### src/rtl/control_unit.sv
// control_unit: hard-wired Moore sequencer for the processor datapath.
// Steps RESET -> T0..T2 (fetch) -> T3..T7 (execute) and decodes every
// datapath strobe from the current state and the instruction class.
module control_unit (
  input  logic        clk,
  input  logic        clr,
  input  logic [4:0]  opcode,
  input  logic        CON_out,
  input  logic        stop,
  output logic        Gra,
  output logic        Grb,
  output logic        Grc,
  output logic        R_enable,
  output logic        Rout,
  output logic        BAout,
  output logic        PCout,
  output logic        MDRout,
  output logic        ZLowout,
  output logic        ZHighout,
  output logic        HIout,
  output logic        LOout,
  output logic        InPortout,
  output logic        Cout,
  output logic        enablePC,
  output logic        enableIR,
  output logic        enableMAR,
  output logic        enableMDR,
  output logic        enableY,
  output logic        enableZ,
  output logic        enableHI,
  output logic        enableLO,
  output logic        enableOutPort,
  output logic        enableCON,
  output logic        IncPC,
  output logic        RAM_read,
  output logic        RAM_write,
  output logic [2:0]  MDR_read,
  output logic [15:0] R_enableIn,
  output logic        run
);

  typedef enum logic [3:0] {
    S_RESET = 4'd0,
    S_T0    = 4'd1,
    S_T1    = 4'd2,
    S_T2    = 4'd3,
    S_T3    = 4'd4,
    S_T4    = 4'd5,
    S_T5    = 4'd6,
    S_T6    = 4'd7,
    S_T7    = 4'd8,
    S_HALT  = 4'd9
  } state_t;

  typedef enum logic [3:0] {
    C_RTYPE, C_IMM, C_LDI, C_LD, C_ST, C_MULDIV, C_NEGNOT, C_BR,
    C_JR, C_JAL, C_IN, C_OUT, C_MFHI, C_MFLO, C_NOP, C_HALT
  } iclass_t;

  state_t  state_reg;
  iclass_t iclass;
  state_t  last_state;

  // Group opcodes into classes that share one execute micro-sequence.
  always_comb begin
    iclass = C_NOP;
    case (opcode)
      5'b00000: iclass = C_LD;
      5'b00001: iclass = C_LDI;
      5'b00010: iclass = C_ST;
      5'b00011, 5'b00100, 5'b00101, 5'b00110,
      5'b00111, 5'b01000, 5'b01001, 5'b01010: iclass = C_RTYPE;
      5'b01011, 5'b01100, 5'b01101:           iclass = C_IMM;
      5'b01110, 5'b01111:                     iclass = C_MULDIV;
      5'b10000, 5'b10001:                     iclass = C_NEGNOT;
      5'b10010: iclass = C_BR;
      5'b10011: iclass = C_JR;
      5'b10100: iclass = C_JAL;
      5'b10101: iclass = C_IN;
      5'b10110: iclass = C_OUT;
      5'b10111: iclass = C_MFHI;
      5'b11000: iclass = C_MFLO;
      5'b11010: iclass = C_HALT;
      default:  iclass = C_NOP;
    endcase
  end

  // Final execute state of each class; reaching it ends the instruction.
  always_comb begin
    last_state = S_T3;
    case (iclass)
      C_RTYPE, C_IMM, C_LDI: last_state = S_T5;
      C_LD, C_ST:            last_state = S_T7;
      C_MULDIV, C_BR:        last_state = S_T6;
      C_NEGNOT, C_JAL:       last_state = S_T4;
      default:               last_state = S_T3;
    endcase
  end

  // Sequencer: reset wins, stop is honoured only in T0, execute runs to the class end.
  always_ff @(posedge clk) begin
    if (!clr) begin
      state_reg <= S_RESET;
    end else begin
      case (state_reg)
        S_RESET: state_reg <= S_T0;
        S_T0:    state_reg <= stop ? S_HALT : S_T1;
        S_T1:    state_reg <= S_T2;
        S_T2:    state_reg <= S_T3;
        S_T3, S_T4, S_T5, S_T6, S_T7: begin
          if (state_reg == last_state)
            state_reg <= (iclass == C_HALT) ? S_HALT : S_T0;
          else
            state_reg <= state_t'(state_reg + 4'd1);
        end
        S_HALT:  state_reg <= S_HALT;
        default: state_reg <= S_RESET;
      endcase
    end
  end

  // Strobe decode from the current state; only br's T6 PC load looks at CON_out.
  always_comb begin
    Gra = 1'b0; Grb = 1'b0; Grc = 1'b0; R_enable = 1'b0; Rout = 1'b0; BAout = 1'b0;
    PCout = 1'b0; MDRout = 1'b0; ZLowout = 1'b0; ZHighout = 1'b0;
    HIout = 1'b0; LOout = 1'b0; InPortout = 1'b0; Cout = 1'b0;
    enablePC = 1'b0; enableIR = 1'b0; enableMAR = 1'b0; enableMDR = 1'b0;
    enableY = 1'b0; enableZ = 1'b0; enableHI = 1'b0; enableLO = 1'b0;
    enableOutPort = 1'b0; enableCON = 1'b0;
    IncPC = 1'b0; RAM_read = 1'b0; RAM_write = 1'b0;
    MDR_read = 3'd0; R_enableIn = 16'h0000;
    run = (state_reg != S_RESET) && (state_reg != S_HALT);
    case (state_reg)
      S_T0: if (!stop) begin PCout = 1'b1; enableMAR = 1'b1; IncPC = 1'b1; enableZ = 1'b1; end
      S_T1: begin ZLowout = 1'b1; enablePC = 1'b1; RAM_read = 1'b1; MDR_read = 3'd1; enableMDR = 1'b1; end
      S_T2: begin MDRout = 1'b1; enableIR = 1'b1; end
      S_T3: begin
        case (iclass)
          C_RTYPE, C_IMM:     begin Grb = 1'b1; Rout = 1'b1; enableY = 1'b1; end
          C_LDI, C_LD, C_ST:  begin Grb = 1'b1; BAout = 1'b1; Rout = 1'b1; enableY = 1'b1; end
          C_MULDIV:           begin Gra = 1'b1; Rout = 1'b1; enableY = 1'b1; end
          C_NEGNOT:           begin Grb = 1'b1; Rout = 1'b1; enableZ = 1'b1; end
          C_BR:               begin Gra = 1'b1; Rout = 1'b1; enableCON = 1'b1; end
          C_JR:               begin Gra = 1'b1; Rout = 1'b1; enablePC = 1'b1; end
          C_JAL:              begin PCout = 1'b1; R_enableIn = 16'h8000; end
          C_IN:               begin InPortout = 1'b1; Gra = 1'b1; R_enable = 1'b1; end
          C_OUT:              begin Gra = 1'b1; Rout = 1'b1; enableOutPort = 1'b1; end
          C_MFHI:             begin HIout = 1'b1; Gra = 1'b1; R_enable = 1'b1; end
          C_MFLO:             begin LOout = 1'b1; Gra = 1'b1; R_enable = 1'b1; end
          default: ;
        endcase
      end
      S_T4: begin
        case (iclass)
          C_RTYPE:                   begin Grc = 1'b1; Rout = 1'b1; enableZ = 1'b1; end
          C_IMM, C_LDI, C_LD, C_ST:  begin Cout = 1'b1; enableZ = 1'b1; end
          C_MULDIV:                  begin Grb = 1'b1; Rout = 1'b1; enableZ = 1'b1; end
          C_NEGNOT:                  begin ZLowout = 1'b1; Gra = 1'b1; R_enable = 1'b1; end
          C_BR:                      begin PCout = 1'b1; enableY = 1'b1; end
          C_JAL:                     begin Gra = 1'b1; Rout = 1'b1; enablePC = 1'b1; end
          default: ;
        endcase
      end
      S_T5: begin
        case (iclass)
          C_RTYPE, C_IMM, C_LDI: begin ZLowout = 1'b1; Gra = 1'b1; R_enable = 1'b1; end
          C_LD, C_ST:            begin ZLowout = 1'b1; enableMAR = 1'b1; end
          C_MULDIV:              begin ZLowout = 1'b1; enableLO = 1'b1; end
          C_BR:                  begin Cout = 1'b1; enableZ = 1'b1; end
          default: ;
        endcase
      end
      S_T6: begin
        case (iclass)
          C_LD:     begin RAM_read = 1'b1; MDR_read = 3'd1; enableMDR = 1'b1; end
          C_ST:     begin Gra = 1'b1; Rout = 1'b1; MDR_read = 3'd0; enableMDR = 1'b1; end
          C_MULDIV: begin ZHighout = 1'b1; enableHI = 1'b1; end
          C_BR:     begin ZLowout = 1'b1; enablePC = CON_out; end
          default: ;
        endcase
      end
      S_T7: begin
        case (iclass)
          C_LD:    begin MDRout = 1'b1; Gra = 1'b1; R_enable = 1'b1; end
          C_ST:    RAM_write = 1'b1;
          default: ;
        endcase
      end
      default: ;
    endcase
  end

endmodule

### config.mk
export PLATFORM = sky130hd
export DESIGN_NAME = control_unit
export DESIGN_NICKNAME = d
export VERILOG_FILES = /design/src/rtl/control_unit.sv
export SDC_FILE = /design/constraint.sdc
export NUM_CORES = 1
export LEC_CHECK = 0
export BUFFER_PORTS_ARGS = -buffer_cell sky130_fd_sc_hd__clkbuf_2
export CORE_MARGIN = 2
export CORE_UTILIZATION = 45
export CTS_CLUSTER_DIAMETER = 200
export DETAILED_ROUTE_END_ITERATION = 10
export PLACE_DENSITY = 0.7
export SYNTH_ARGS = -nofsm -noshare
export SYNTH_HDL_FRONTEND = slang
export SYNTH_SLANG_ARGS = --single-unit
### constraint.sdc
create_clock -name clk -period 3.7 [get_ports clk]
set_input_delay 0.925 -clock clk [delete_from_list [all_inputs] [get_ports clk]]
set_output_delay 0.925 -clock clk [all_outputs]
set_load 0.02 [all_outputs]
## After elaboration in Yosys (flattened, before gate mapping)

Memories as Yosys holds them, arrays and structs flattened.
Cells that the tools add are included.
Widths: inputs -> output; s select.

- Add/sub/neg operators: 1
- Multiplexer cells: 59
- Equality and inequality tests: 25
- Reductions and logical operators: 16

Operators by type and width:

| kind | count |
|---|---|
| $mux 1 | 38 |
| $eq 4x4->1 const B | 9 |
| $eq 4x3->1 const B | 8 |
| $mux 16 | 2 |
| $pmux 4 s6 | 1 |
| $eq 4x2->1 const B | 4 |
| $pmux 1 s2 | 8 |
| $pmux 1 s4 | 4 |
| $mux 4 | 3 |
| $reduce_or 3->1 | 4 |
| $reduce_or 6->1 | 2 |
| $reduce_or 10->1 | 1 |
| $eq 4x1->1 const B | 2 |
| $logic_not 4->1 | 2 |
| $reduce_or 7->1 | 1 |
| $pmux 1 s3 | 2 |
| $pmux 1 s5 | 1 |
| $reduce_or 5->1 | 1 |
| $add 4x1->4 const B | 1 |
| $eq 4x4->1 | 1 |
| $ne 4x4->1 const B | 1 |
| $reduce_bool 4->1 | 1 |
| $reduce_or 2->1 | 2 |
| $reduce_or 4->1 | 1 |
| $logic_and 1x1->1 | 1 |

- Register bits: 4
- Memories kept: 2
- ROM bits: 192
- Input port bits: 9

Memory list:

| memory | words | bits a word | read ports | clocked after memory_dff | write ports | line | RTL |
|---|---|---|---|---|---|---|---|
| (no name shown) | 32 | 4 | 1 | 0 | 0 | 67 | `case (opcode)` |
| (no name shown) | 16 | 4 | 1 | 0 | 0 | 91 | `case (iclass)` |

## Logic depth before layout (Yosys ltp)

Gate-level depths: netlist of run 1.
An unclocked memory read counts as a cell.

- Depth in word-level cells: 5
- Depth in mapped cells: 10
- Gate-level depth less buffers: 9

## Least setup slack after synthesis of run 1

Ideal clock, no wire load.

- Path type: input -> output
- Start: input port opcode[0]
- End: output port R_enable
- Arrival: 2,944 ps
- Path slack: -169 ps
- Stages: 8
- Required time: 2,775 ps
- Buffers on the path: 1
- Cell sequence: inv_1 > ha_1 > or3b_1 > o211a_2 > nor2_1 > clkbuf_1 > a21oi_1 > o31ai_1

- Cells in the longest elaborated chain, start to end: 5

RTL lines:

| item | line | RTL |
|---|---|---|
| start: declaration | 7 | `input logic [4:0] opcode,` |
| $mem_v2 32x4 (*) | - |  |
| $eq 4x1->1, or another cell as far along | 165 | `case (iclass)` |
| $reduce_or 3->1 (on tied branches) | - |  |
| $mux 1 (on tied branches) | 165, 138 |  |
| $pmux 1 s4 (*) | 133 | `case (state_reg)` |
| end: declaration | 13 | `output logic R_enable,` |

Mark *: on every way between the ends. The rest lies on a longest branch, timed or not.

## Final worst setup path of run 1

- Start: input port opcode[1]
- End: output port Gra

- Cells in the longest elaborated chain, start to end: 5

RTL lines:

| item | line | RTL |
|---|---|---|
| $mem_v2 32x4 (*) | - |  |
| $eq 4x3->1, or another cell as far along | 138 | `case (iclass)` |
| $reduce_or 7->1 (no source line), or another cell as far along | - |  |
| $mux 1 (on tied branches) | 138, 154, 165 |  |
| $pmux 1 s5 (*) | 133 |  |
| end: declaration | 10 | `output logic Gra,` |

Marks and branches as above.

==> results of run 1 <==
-- cells in the final DEF (no fill, tap or decap), drive strengths merged, types with 5 or more instances in the layout --
| cell type | count |
|---|---|
| nor3 | 10 |
| buf | 70 |
| o211ai | 7 |
| nor2 | 22 |
| a21oi | 8 |
| ha | 8 |
| conb | 17 |
| nand2 | 21 |
| o21ai | 13 |
| inv | 6 |
| clkbuf | 31 |
| a211oi | 5 |
| nand3 | 15 |
-- worst register-to-register path, stage by stage (launching register included) --
cell,delay (ns)
dfxtp_1,0.49
nor2b_1,0.43
buf_4,0.24
o21ai_0,0.09
and2_0,0.24
nor4_1,0.21
and4_4,0.24
o31a_1,0.10
-- final cells by class --
class | count | area, um^2 | share of cell area, %
Multi-Input combinational cell | 192 | 1510 | 62.6
Timing Repair Buffer | 98 | 717 | 29.7
Sequential cell | 4 | 80.1 | 3.32
Tap cell | 44 | 55.1 | 2.28
Inverter | 6 | 27.5 | 1.14
Clock buffer | 3 | 22.5 | 0.934
-- report_power, final --
part	total [W]	switching, W	leakage [nW]	internal (W)
sequential	0.0000735	0.0000201	0.0327	0.0000535
combinational	0.000538	0.000315	1.03	0.000224
clock	0.0000540	0.0000177	0.0138	0.0000363
-- worst paths after layout --
| path | to | slack (ns) | cells after the start |
|---|---|---|---|
| setup / recovery | Gra | -0.15 | 11 |
| hold / removal | state_reg[0]$_SDFF_PN0_ | 0.62 | 2 |
| setup reg to reg | state_reg[3]$_SDFF_PN0_ | 1.60 | 7 |
| hold reg to reg | state_reg[0]$_SDFF_PN0_ | 0.62 | 2 |
-- cell families (layout without fill, tap and decap cells) --
kind of cell	after synthesis	after routing	share of synthesized area, %
XOR/XNOR	4	4	2.33
flip-flops	4	4	5.32
AO/OA/AOI/OAI	63	63	33.4
buffers and inverters	41	107	16.0
adder cells (fa/ha/maj)	8	8	6.65
multiplexers	4	4	3.08
AND/OR/NAND/NOR	96	96	33.0
other	1	17	0.249
-- metal layers --
layer / routed length, um / global-route usage (%) / vias up
met4: 165 / 3.04 / 0
met3: 489 / 3.11 / 27
li1: - / - / 942
met2: 2600 / 42.1 / 148
met1: 2230 / 34.9 / 926
met5: 0 / 0 / -
-- what timing repair did --
action                                 4_1_cts  5_1_grt
setup buffers                                3       11
endpoints found under the hold margin        0        0
setup endpoints to repair                   20       19
pin swaps                                   10       15
gates cloned                                 0        1
gates resized for setup                     21       59
-- per-stage QoR --
stage | hold slack [ns] | total power (W) | area (um^2)
floorplan | 0.548 | 0.000388 | 1580
global placement | 0.585 | 0.000512 | 1970
detailed placement | 0.598 | 0.000520 | 1970
CTS | 0.610 | 0.000595 | 2100
global route | 0.651 | 0.000716 | 2410
finish | 0.620 | 0.000666 | 2410
==> run summary, run 1 <==
Reg2reg start: state_reg[2]$_SDFF_PN0_
Syn Inst Count: 221
Worst-skew pair later-pin latency: 0.23 ns
Layout cells sized above 1: 50.8%
Longest Clk Path Bufs: 2
Period utilization: 104%
Cell count after placement: 330
Yosys warning count: 0
Count leader, synth: nor2_1
Core area: 0.00313 mm^2
Peak Freq: 0.259 GHz
Global-route usage over all layers: 24.9%
Outcome: finished with violations
Critical path's slowest cell: a211oi_4
Hold Path Class: flip-flop to flip-flop
Share of the synthesized area in the top cell type: 9.98%
Final Skew: 0.000735 ns
Hold buffer count at cts: 0
Final-layout fill cell count: 207
Final ANT Viol Nets: 0
Leakage: 1.08 nW
Initial antenna violation count: 0
Initial drt markers: 214
Slowest stage delay, CP: 0.34 ns
Drt via density: 5.89
Core Util, Final: 77.1%
P per Cell Area: 276 mW/mm^2
CP top delay family: compound AO/OA/AOI/OAI gates
Total clock sinks: 4
Buf+Inv Stages, Crit Path: 4
# IOs: 56
Final setup violation count: 4
Min Tclk post-route: 3.85 ns
H-Tree Level Count: 1
Starting Density: 48.1%
Final slew viol count: 0
Sequential cell area fraction in the yosys report: 5.32%
Synth Flop Type: dfxtp_1
Root Buffer: clkbuf_4
Chip width: 61.8 um
Synth-to-Final Area Change: 60.2%
Mapped cell area: 0.00151 mm^2
Avg Synthesized Cell Area: 6.81 um^2
Req. time, crit path: 2.77 ns
Synth area leaders: buf_4, ha_1, nor2_1
# diodes: 0
FP Rows: 20
Vias in the first global route: 1615
Distinct cells, synth: 63
Async SR Flop Fraction: 0%
Failing checks: setup timing
CTS Buf Count: 3
Largest register FFs: 4
WL per Instance: 15.8 um
Clock-pin transition on the worst setup and hold timing paths: 0.04 ns
Hold Crit Start: state_reg[0]$_SDFF_PN0_
Setup TNS: -0.224 ns
Vias: 2043
DP HPWL: 3.50 mm
Crit path from: opcode[1]
Worst Setup End Kind: output port
Cell mode on critical path: buf_4
Type of origin of the critical path: input port
Max IR drop VDD: 152 uV
Post-synth EDFFs: 0
Hold Vio Cnt, Final: 0
Chip height: 61.8 um
Max FO, Critical Path: 4
Pre-CTS setup slack: -0.197 ns
CTS tree: done
Fin cells: 347
Drt pass-1 iters: 5
Final net count: 322
Port Buffers: 38
Worst path cell trace: buf_8, buf_6, ha_4, a21o_4, a211oi_4, a22oi_2, buf_4, a311oi_2, a31oi_1, o211ai_1, buf_4
Arr. time, crit path: 2.93 ns
Fin worst setup slack: -0.155 ns
Synth Register Bits: 4
Global-route wire length before repair: 7.39 mm
Synth cell count leaders: nor2_1, nand2_1, buf_4, nand3_1
Global route overflow: 0
Unrepaired setup endpoints after global routing: true
Routed WL: 5.48 mm
DRC viols: 0
RePlAce Congestion: 0.889
Pin count of the biggest net entering global routing: 17
Max-cap violations: 0
Crit path kind: input port to output port
Synth area leader: buf_4
Die ar.: 0.00382 mm^2
Note: power is estimated with default switching activity, not from simulation.
==> run 2, diff against run 1 <==
Settings changed: CAP_MARGIN from default to 20, CELL_PAD_IN_SITES_DETAIL_PLACEMENT from default to 0, CELL_PAD_IN_SITES_GLOBAL_PLACEMENT from default to 2, CORE_UTILIZATION 45 to 26, PLACE_DENSITY 0.7 to 0.77.
==> run 2 against run 1 <==
  * The flow now finishes without violations
  * Core utilization down 34 points
  * Largest power group unchanged
  * Routed wire length down 5.8%
  * Global-route usage down 9.3 points
  * Sequential cell count unchanged
  * Final cell count up 7.8%
  * Largest cell class unchanged
  * Worst hold slack better by 0.0049 ns
  * Power up 3.2%
  * Sequential power down 7.9%
  * Via count down 6.5%
==> run summary, run 2 (same netlist as run 1, synthesis figures left out) <==
Sequential power share: 9.9% (was 11.0%)
Sw power: 0.000346 W (was 0.000352 W)
Relative slew slack: 62.4%
Routed WL: 5.16 mm (was 5.48 mm)
Core Util, Final: 43.4% (was 77.1%)
Type of origin of the critical path: input port (unchanged)
Final Skew: 0.00422 ns (was 0.000735 ns)
Comb pwr share: 76.9% (was 80.8%)
Commonest cells after routing, fill and taps aside: buf_4, clkbuf_2, nand2_1 (unchanged)
Max IR drop VDD: 168 uV (was 152 uV)
Final-layout fill cell count: 597 (was 207)
Cell area after layout: 0.00240 mm^2 (was 0.00241 mm^2)
Arr. time, crit path: 2.76 ns (was 2.93 ns)
Vias: 1911 (was 2043)
Root Buffer: clkbuf_8 (was clkbuf_4)
Chip width: 80.1 um (was 61.8 um)
Final net count: 321 (was 322)
WHS: 0.625 ns (was 0.620 ns)
Req. time, crit path: 2.77 ns (about the same)
Total clock sinks: 4 (unchanged)
CTS Buf Count: 3 (unchanged)
# IOs: 56 (unchanged)
Worst-margin pin slew: 0.562 ns
Global-route wire length before repair: 8.22 mm (was 7.39 mm)
Period utilization: 99.5% (was 104%)
Core area: 0.00554 mm^2 (was 0.00313 mm^2)
Hold buffer count at cts: 0 (unchanged)
Unrepaired setup endpoints after global routing: true (unchanged)
H-Tree Level Count: 1 (unchanged)
Global route overflow: 0 (unchanged)
Global-route usage over all layers: 15.6% (was 24.9%)
FP Rows: 27 (was 20)
# diodes: 0 (unchanged)
P per Cell Area: 286 mW/mm^2 (was 276 mW/mm^2)
Synth-to-Final Area Change: 59.7% (was 60.2%)
Die ar.: 0.00641 mm^2 (was 0.00382 mm^2)
Leakage: 1.07 nW (was 1.08 nW)
Min Tclk post-route: 3.68 ns (was 3.85 ns)
Fin worst setup slack: 0.0193 ns (was -0.155 ns)
Drt pass-1 iters: 4 (was 5)
Sw Share: 50.3% (was 52.9%)
Final setup violation count: 0 (was 4)
Peak Freq: 0.272 GHz (was 0.259 GHz)
DP Area: 0.00203 mm^2 (was 0.00197 mm^2)
Pre-CTS setup slack: -0.175 ns (was -0.197 ns)
Hold Vio Cnt, Final: 0 (unchanged)
Vias in the first global route: 1749 (was 1615)
Worst-skew pair later-pin latency: 0.22 ns (was 0.23 ns)
Pin count of the biggest net entering global routing: 14 (was 17)
Initial antenna violation count: 0 (unchanged)
DP HPWL: 4.08 mm (was 3.50 mm)
Initial drt markers: 77 (was 214)
Layout cells sized above 1: 49.3% (was 50.8%)
Largest register FFs: 4 (unchanged)
Hold Path Class: flip-flop to flip-flop (unchanged)
RePlAce Congestion: 0.801 (was 0.889)
Final slew viol count: 0 (unchanged)
Outcome: finished, final reports clean (was finished with violations)
Clock-pin transition on the worst setup and hold timing paths: 0.03 ns (was 0.04 ns)
DRC viols: 0 (unchanged)
Crit path kind: input port to output port (unchanged)
Total internal power: 0.000341 W (was 0.000314 W)
Longest Clk Path Bufs: 2 (unchanged)
Final ANT Viol Nets: 0 (unchanged)
CTS tree: done (unchanged)
Most common cell after layout, fill and taps aside: buf_4 (unchanged)
Clock power frac: 13.2% (was 8.1%)
Max FO, Critical Path: 5 (was 4)
Max-cap violations: 0 (unchanged)
Worst Setup End Kind: output port (unchanged)
Starting Density: 27.2% (was 48.1%)
Port Buffers: 38 (unchanged)
WL per Instance: 13.8 um (was 15.8 um)
Drt via density: 5.11 (was 5.89)
Setup TNS: 0 ns (was -0.224 ns)
Chip height: 80.1 um (was 61.8 um)
-- run 2: cell count changes in the layout (fill, tap and decap cells not counted), sizes merged --
| cell | before | now |
|---|---|---|
| clkbuf | 31 | 27 |
| buf | 70 | 73 |
-- run 2: power groups by stage --
| stage | clock network, W | logic [W] | registers, W |
|---|---|---|---|
| finish | 0.0000908 | 0.000529 | 0.0000677 |
| global route | 0.0000973 | 0.000569 | 0.0000702 |
| CTS | 0.0000934 | 0.000502 | 0.0000676 |
| detailed placement | 0 | 0.000468 | 0.0000678 |
| global placement | 0 | 0.000469 | 0.0000681 |
| floorplan | 0 | 0.000324 | 0.0000636 |
-- run 2: cell type report --
cell class | instances | area (um^2) | share of cell area (%)
Multi-Input combinational cell | 192 | 1460 | 60.6
Inverter | 6 | 30.0 | 1.25
Clock buffer | 3 | 41.3 | 1.72
Timing Repair Buffer | 97 | 706 | 29.4
Sequential cell | 4 | 80.1 | 3.33
Tap cell | 72 | 90.1 | 3.75
-- run 2: final timing paths --
kind | from | end | slack, ns | cells past startpoint
worst max register to register | state_reg[0]$_SDFF_PN0_ | state_reg[3]$_SDFF_PN0_ | 1.65 | 7
worst min-delay path | state_reg[0]$_SDFF_PN0_ | state_reg[0]$_SDFF_PN0_ | 0.62 | 2
worst max-delay path | opcode[0] | Rout | 0.02 | 11
worst min register to register | state_reg[0]$_SDFF_PN0_ | state_reg[0]$_SDFF_PN0_ | 0.62 | 2
-- run 2: through the flow --
| stage | instances | total power [W] |
|---|---|---|
| 5_1_grt | 374 | 0.000736 |
| 4_1_cts | 369 | 0.000663 |
| 3_3_place_gp | 363 | 0.000537 |
| 2_1_floorplan | 237 | 0.000388 |
| 3_5_place_dp | 363 | 0.000536 |
| 6_report | 374 | 0.000687 |
-- run 2: critical path, stage by stage --
cell,delay [ns]
buf_8,0.11
inv_6,0.05
ha_4,0.19
or3b_4,0.37
o211a_4,0.17
buf_6,0.12
o211ai_4,0.23
o22ai_2,0.14
a211oi_2,0.22
nand2_1,0.08
clkbuf_8,0.15
-- run 2: per-layer routing --
layer  share of wire [%]  vias to the layer above  global-route usage (%)
li1                    -                      939                       -
met1                  46                      917                    21.9
met2                  48                       53                    26.4
met3                 5.8                        2                    1.35
met4                0.41                        0                    2.37
met5                   0                        -                       0
-- run 2: timing repair --
| item | in CTS | in global routing |
|---|---|---|
| pin swaps | 13 | 13 |
| gates resized for setup | 38 | 40 |
| setup buffers | 3 | 4 |
| endpoints found under the setup margin | 18 | 20 |
| cloned | 0 | 1 |
